File: config.mk
export PLATFORM = sky130hd
export DESIGN_NAME = pll_reset_sequencer
export DESIGN_NICKNAME = d
export VERILOG_FILES = /design/src/rtl/pll_reset_sequencer.sv
export SDC_FILE = /design/constraint.sdc
export NUM_CORES = 1
export LEC_CHECK = 0
export CORE_MARGIN = 5
export CORE_UTILIZATION = 48
export CTS_BUF_LIST = sky130_fd_sc_hd__clkbuf_8
export DETAILED_ROUTE_END_ITERATION = 10
export PLACE_DENSITY_LB_ADDON = 0.1
export SLEW_MARGIN = 25
export SYNTH_ARGS = -nofsm -noshare
export SYNTH_HDL_FRONTEND = slang
export SYNTH_SLANG_ARGS = --single-unit
File: constraint.sdc
create_clock -name refclk -period 1.89 [get_ports refclk]
set_input_delay 0.2835 -clock refclk [delete_from_list [all_inputs] [get_ports refclk]]
set_output_delay 0.2835 -clock refclk [all_outputs]
set_load 0.01 [all_outputs]
File: src/rtl/pll_reset_sequencer.sv
// PLL reset sequencer: pulses the PLL reset, waits for a stable lock with
// timeout and bounded retries, then releases the system reset. A loss of
// lock while running re-asserts the system reset and restarts the sequence.
module pll_reset_sequencer #(
  parameter int unsigned RST_PULSE_CYCLES    = 24,
  parameter int unsigned LOCK_TIMEOUT_CYCLES = 24000,
  parameter int unsigned LOCK_STABLE_CYCLES  = 240,
  parameter int unsigned MAX_RETRIES         = 3,
  parameter int unsigned LOSS_CNT_W          = 8,
  localparam int unsigned RETRY_W = (MAX_RETRIES == 0) ? 1 : $clog2(MAX_RETRIES + 1)
) (
  input  logic                  refclk,
  input  logic                  rst,
  input  logic                  pll_locked,
  output logic                  pll_rst,
  output logic                  sys_rst,
  output logic                  ready,
  output logic                  lock_fail,
  output logic [RETRY_W-1:0]    retry_cnt,
  output logic [LOSS_CNT_W-1:0] loss_cnt
);

  localparam int unsigned MAX_AB  = (RST_PULSE_CYCLES > LOCK_TIMEOUT_CYCLES) ?
                                    RST_PULSE_CYCLES : LOCK_TIMEOUT_CYCLES;
  localparam int unsigned MAX_CYC = (MAX_AB > LOCK_STABLE_CYCLES) ? MAX_AB : LOCK_STABLE_CYCLES;
  localparam int unsigned CNT_W   = (MAX_CYC <= 1) ? 1 : $clog2(MAX_CYC);

  typedef enum logic [2:0] {
    S_PLL_RST   = 3'd0,
    S_WAIT_LOCK = 3'd1,
    S_STABLE    = 3'd2,
    S_RUN       = 3'd3,
    S_FAIL      = 3'd4
  } state_t;

  state_t                state_q;
  state_t                state_d;
  logic [CNT_W-1:0]      cnt_q;
  logic [CNT_W-1:0]      cnt_d;
  logic [RETRY_W-1:0]    retry_d;
  logic [LOSS_CNT_W-1:0] loss_d;
  logic                  sync1_q;
  logic                  locked_s;

  // Two-flop synchronizer for the asynchronous lock flag
  always_ff @(posedge refclk) begin
    if (rst) begin
      sync1_q  <= 1'b0;
      locked_s <= 1'b0;
    end else begin
      sync1_q  <= pll_locked;
      locked_s <= sync1_q;
    end
  end

  // Next-state, shared phase counter and retry/loss bookkeeping
  always_comb begin
    state_d = state_q;
    cnt_d   = cnt_q + CNT_W'(1);
    retry_d = retry_cnt;
    loss_d  = loss_cnt;
    unique case (state_q)
      S_PLL_RST: begin
        if (cnt_q == CNT_W'(RST_PULSE_CYCLES - 1)) begin
          state_d = S_WAIT_LOCK;
          cnt_d   = '0;
        end
      end
      S_WAIT_LOCK: begin
        // Lock wins over a timeout that falls on the same cycle
        if (locked_s) begin
          state_d = S_STABLE;
          cnt_d   = '0;
        end else if (cnt_q == CNT_W'(LOCK_TIMEOUT_CYCLES - 1)) begin
          cnt_d = '0;
          if (retry_cnt == RETRY_W'(MAX_RETRIES)) begin
            state_d = S_FAIL;
          end else begin
            state_d = S_PLL_RST;
            retry_d = retry_cnt + RETRY_W'(1);
          end
        end
      end
      S_STABLE: begin
        // A dropout restarts the lock wait without consuming a retry
        if (!locked_s) begin
          state_d = S_WAIT_LOCK;
          cnt_d   = '0;
        end else if (cnt_q == CNT_W'(LOCK_STABLE_CYCLES - 1)) begin
          state_d = S_RUN;
          cnt_d   = '0;
        end
      end
      S_RUN: begin
        cnt_d = '0;
        if (!locked_s) begin
          state_d = S_PLL_RST;
          retry_d = '0;
          if (loss_cnt != {LOSS_CNT_W{1'b1}}) begin
            loss_d = loss_cnt + LOSS_CNT_W'(1);
          end
        end
      end
      S_FAIL: begin
        cnt_d = '0;
      end
      default: begin
        state_d = S_PLL_RST;
        cnt_d   = '0;
      end
    endcase
  end

  // State register and outputs decoded from the next state so they align with it
  always_ff @(posedge refclk) begin
    if (rst) begin
      state_q   <= S_PLL_RST;
      cnt_q     <= '0;
      retry_cnt <= '0;
      loss_cnt  <= '0;
      pll_rst   <= 1'b1;
      sys_rst   <= 1'b1;
      ready     <= 1'b0;
      lock_fail <= 1'b0;
    end else begin
      state_q   <= state_d;
      cnt_q     <= cnt_d;
      retry_cnt <= retry_d;
      loss_cnt  <= loss_d;
      pll_rst   <= (state_d == S_PLL_RST) || (state_d == S_FAIL);
      sys_rst   <= (state_d != S_RUN);
      ready     <= (state_d == S_RUN);
      lock_fail <= (state_d == S_FAIL);
    end
  end

endmodule

* After elaboration in Yosys (flattened, before gate mapping)
Index checks and enable logic that the tools add are counted.
** Storage, ports and cells
- Register bits after elaboration :: 34
- Input port bits :: 3
- Output and inout port bits :: 14
- Logic and storage cells :: 55
** Cells by class
- Add/subtract/negate cells :: 3
- Eq/ne operators :: 16
- Multiplexer cells :: 19
- Bitwise operators :: 1
- Reductions and logical operators :: 6
** Operators by type and width (count)
- $mux W15 :: 5
- $pmux W15 S3 :: 1
- $mux W3 :: 7
- $add A15 B1 Y15 const B :: 1
- $eq A15 B15 Y1 const B :: 1
- $eq A15 B5 Y1 const B :: 1
- $eq A15 B8 Y1 const B :: 1
- $pmux W3 S5 :: 1
- $eq A3 B2 Y1 const B :: 3
- $add A8 B1 Y8 const B :: 1
- $mux W2 :: 4
- $ne A2 B2 Y1 const B :: 4
- $ne A8 B8 Y1 const B :: 1
- $eq A3 B3 Y1 const B :: 2
- $logic_not A3 Y1 :: 2
- $reduce_and A5 Y1 :: 1
- $pmux W2 S2 :: 1
- $eq A3 B1 Y1 const B :: 1
- $ne A3 B2 Y1 const B :: 1
- $reduce_and A3 Y1 :: 1
- $add A2 B1 Y2 const B :: 1
- $eq A2 B2 Y1 const B :: 1
- $reduce_bool A2 Y1 :: 1
- $logic_or A1 B1 Y1 :: 1
- $not A1 Y1 :: 1

* Logic depth before layout (Yosys ltp)
- Depth after elaboration :: 7
- Gate-level depth with buffers :: 6
- Depth with buffers taken out :: 5

* Worst setup path after synthesis
OpenSTA, ideal clock, no wires.
- Path kind :: register to register
- From :: reg cnt_q[0]
- To :: reg cnt_q[10]
- Library setup time :: 122 ps
- Data arrival time :: 1538 ps
- Data required time :: 1768 ps
- Setup slack :: 231 ps
- Cell stages (with the launch flop) :: 7
- Path buffers :: 1
- Path through :: dfxtp_1 -> ha_1 -> nand4b_1 -> or4_4 -> nand4_4 -> buf_6 -> a21oi_1
** On the way
- Cells in the longest elaborated chain, start to end :: 4
** RTL lines
- start: declaration :: RTL line 38 : logic [CNT_W-1:0] cnt_q;
- start signal: assignment :: RTL line 127 : cnt_q <= cnt_d;
- $add A15 B1 Y15 (tied with other cells) :: RTL line 59 : cnt_d = cnt_q + CNT_W'(1);
- $mux W15, on equally long branches :: RTL line 89, 74
- $mux W15, on equally long branches :: RTL line 86, 71
- $pmux W15 S3 * :: RTL line 62 : unique case (state_q)
Every way passes the cells marked *; elsewhere a longest branch is shown, timed or not.
A chain may end at the register's enable or synchronous reset.

* Worst setup path after layout
- From :: reg cnt_q[0]
- To :: reg cnt_q[13]
Same word-level chain as after synthesis.

==> impl_metrics.csv <==
group,metric,value,unit
global_route,grt-ovfl-total,0,
synthesis,synth-main-ff-cell,"dfxtp_1",
die,die_x,68.0,microns
worst_setup_path,worst-setup-path-type,"reg -> reg",
worst_setup_path,reg2regPathDepth,5,
global_route,first_pass_grt_wire_length,5630,microns
synthesis,yosys-top-cells-count,"dfxtp_1 (34), a21oi_1 (16), xor2_1 (15), nand4_1 (11), nor2_1 (11)",
finish,multi_input_comb_area,895,sq um
die,floorplan.rows,21,
pwr,clkPwrFrac,0.389,
timing,worst_pin_slew,0.416,ns
global_route,grt_max_degree,16,
clock_network,cts_buffer_depth,2,
finish,final_nets,202,
drt,drt_first_iter_violations,103,
synthesis,synth.yosys.seq_area_share,0.422,
synthesis,synth.net_count,180,
clock_network,ctsRootBufferMaster,"clkbuf_8",
clock_network,cts.reportedPaths.clkPinSlew,0.07,ns
timing,layout_min_cycle_time,1.77,ns
place,placement.io_buffers,16,
synthesis,synth_top_cell_by_area,"dfxtp_1",
synthesis,synth.most_common_cell,"dfxtp_1",
drt,postRouteWirelength,3220,microns
synthesis,ys_async_sr_fraction,0,
synthesis,post_synth.cell_area_avg,9.28,sq um
synthesis,synth_enable_flop_cells,0,
finish,layout.filler_cells,309,
drt,via_count,1349,
finish,antenna-diode-count,0,
synthesis,synthesis.instances,174,
clock_network,cts.sink_count,34,
min_path,timing.hold.worst_path_depth,1,
worst_setup_path,reg2reg_setup_slack,0.12,ns
drt,drtPass1Iterations,5,
synthesis,synth_top_cells_by_area,"dfxtp_1 (42%), xor2_1 (8.1%), a21oi_1 (5.0%)",
job,maxCapViolCount,0,
clock_network,cts-hold-fix-buffers,0,
die,fp.coreArea,3280,sq um
pwr,switching_share,0.216,
finish,synth_to_final_area_change,19.5,%
pwr,pwr_density_cell,657,nW/um^2
pwr,power.ir.vdd_worst,296,uV
global_route,globalRouteTotalUtil,0.162,
clock_network,htreeDepth,2,
pwr,cellLeakagePower,0.696,nW
drt,drt-vias-per-instance,5.57,
pwr,share_comb_of_total_power,0.033,
place,dpl.hpwl,2350,microns
die,die-area,4620,sq um
synthesis,synth-warning-count,0,
worst_setup_path,worstSetupEndpointType,"register",
pwr,seqPwrFrac,0.578,
die,initial_utilization,0.491,
pwr,finalPower,1.27,mW
worst_setup_path,critical_path_required,2.05,ns
drt,wl_per_cell,13.3,microns
timing,fin_setup_tns,0,ns
timing,timing_max_transition_violations_final,0,
clock_network,tritoncts_clock_tree,"built",
pwr,internal_power,0.993,mW
timing,setup_viol_count_final,0,
timing,layout_skew,0.00805,ns
synthesis,synth.distinct_cells,47,
finish,seq_area,681,sq um
clock_network,numCtsBuffers,5,
worst_setup_path,critical_path.max_fanout,15,
global_route,first_global_vias,1291,
timing,hold_violations,0,
place,finalWeightedCongestion,0.812,
synthesis,syn_area,1610,sq um
pwr,switchingPower,0.274,mW
finish,post_route_cells_drive_above_1_share,0.107,
die,chipHeight,68.0,microns
worst_setup_path,arrival_time_at_the_worst_endpoint,1.94,ns
timing,slew-limit-headroom,0.720,
timing,layout_worst_path_cycle_share,0.938,
min_path,hp-class,"reg -> reg",
drt,number_of_design_rule_violations_left_after_detail_routing,0,
die,design.portCount,17,
worst_setup_path,worst_setup_path_start_kind,"register",
outcome,status,"completed",
synthesis,yosys_register_bits,34,
global_route,antenna_found_initial,0,
clock_network,clkLatencyLatePin,0.29,ns
drt,ant_nets,0,
synthesis,netlist.area_leader.share,0.422,
timing,grt_setup_unrepaired,"false",
timing,max_clock_freq,0.564,GHz
## cell usage in the layout (no fill, tap or decap), types with 4 or more instances in the layout
master and n:
dfxtp_1 34, nand3_1 5, o211ai_1 4, nand2_1 9, o21ai_0 6, and3_1 4
buf_4 4, nor2_1 11, nand4_1 11, a21oi_1 16, xor2_1 15, clkbuf_8 5
or3_1 5, clkdlybuf4s50_1 16
## per-layer routing
metal	part of all wire	GRT usage	wire, microns	up-vias
met5	0	0	0	-
met1	0.48	0.196	1530	626
met3	0.038	0.0509	121	10
met4	0.033	0.0968	105	0
li1	-	-	-	685
met2	0.45	0.250	1460	28
## metrics by stage
step	util	setup slack [ns]	hold slack (ns)	instance area [sq um]	instances
2_1_floorplan	-	0.231	0.412	1610	174
3_3_place_gp	0.563	0.159	0.417	1850	235
3_5_place_dp	0.563	0.105	0.425	1850	235
4_1_cts	0.587	0.0927	0.443	1930	242
5_1_grt	0.587	0.000234	0.467	1930	242
6_report	0.587	0.116	0.437	1930	242
## path summary, 6_finish.rpt
kind	start	to
min	sync1_q$_SDFF_PP0_	locked_s$_SDFF_PP0_
max reg2reg	cnt_q[0]$_SDFF_PP0_	cnt_q[13]$_SDFF_PP0_
max	cnt_q[0]$_SDFF_PP0_	cnt_q[13]$_SDFF_PP0_
min reg2reg	sync1_q$_SDFF_PP0_	locked_s$_SDFF_PP0_
## sequential cells by signal, summed over array words and instances, names as in the netlist
signal     count
sync1_q        1
retry_cnt      2
pll_rst        1
loss_cnt       8
locked_s       1
cnt_q         15
ready          1
lock_fail      1
state_q        3
sys_rst        1
## cells by family after synthesis
family	share of synthesized area
DFF	0.422
AOI/OAI and AO/OA	0.153
buffers and inverters	0.0256
muxes	0.00620
adders and majority gates	0.0233
xor gates and xnor gates	0.0923
and+or+nand+nor	0.278
## cell type report
| cell class | instances | share of cell area |
|---|---|---|
| inverter | 2 | 0.00389 |
| tap | 46 | 0.0298 |
| sequential | 34 | 0.353 |
| timing repair buffer | 21 | 0.109 |
| multi-input combinational | 132 | 0.464 |
| clock buffer | 5 | 0.0357 |
| clock inverter | 2 | 0.00519 |
## worst max-delay path: stages (launching register included)
cell	delay (ns)
dfxtp_1	0.38
ha_2	0.24
nand4b_1	0.13
or4_4	0.58
nand4_4	0.18
a22oi_1	0.12
## timing repair
action | 4_1_cts | 5_1_grt
gates resized for setup | 0 | 1
endpoints found under the setup margin | 0 | 7
buffers inserted | 0 | 0
## power groups by stage
stage          combinational [mW]  clock (mW)  sequential, mW
2_1_floorplan              0.0254           0           0.745
3_3_place_gp               0.0410           0           0.747
3_5_place_dp               0.0421           0           0.747
4_1_cts                    0.0422       0.515           0.731
5_1_grt                    0.0458       0.545           0.733
6_report                   0.0422       0.493           0.732
(Power assumes the default switching activity.)
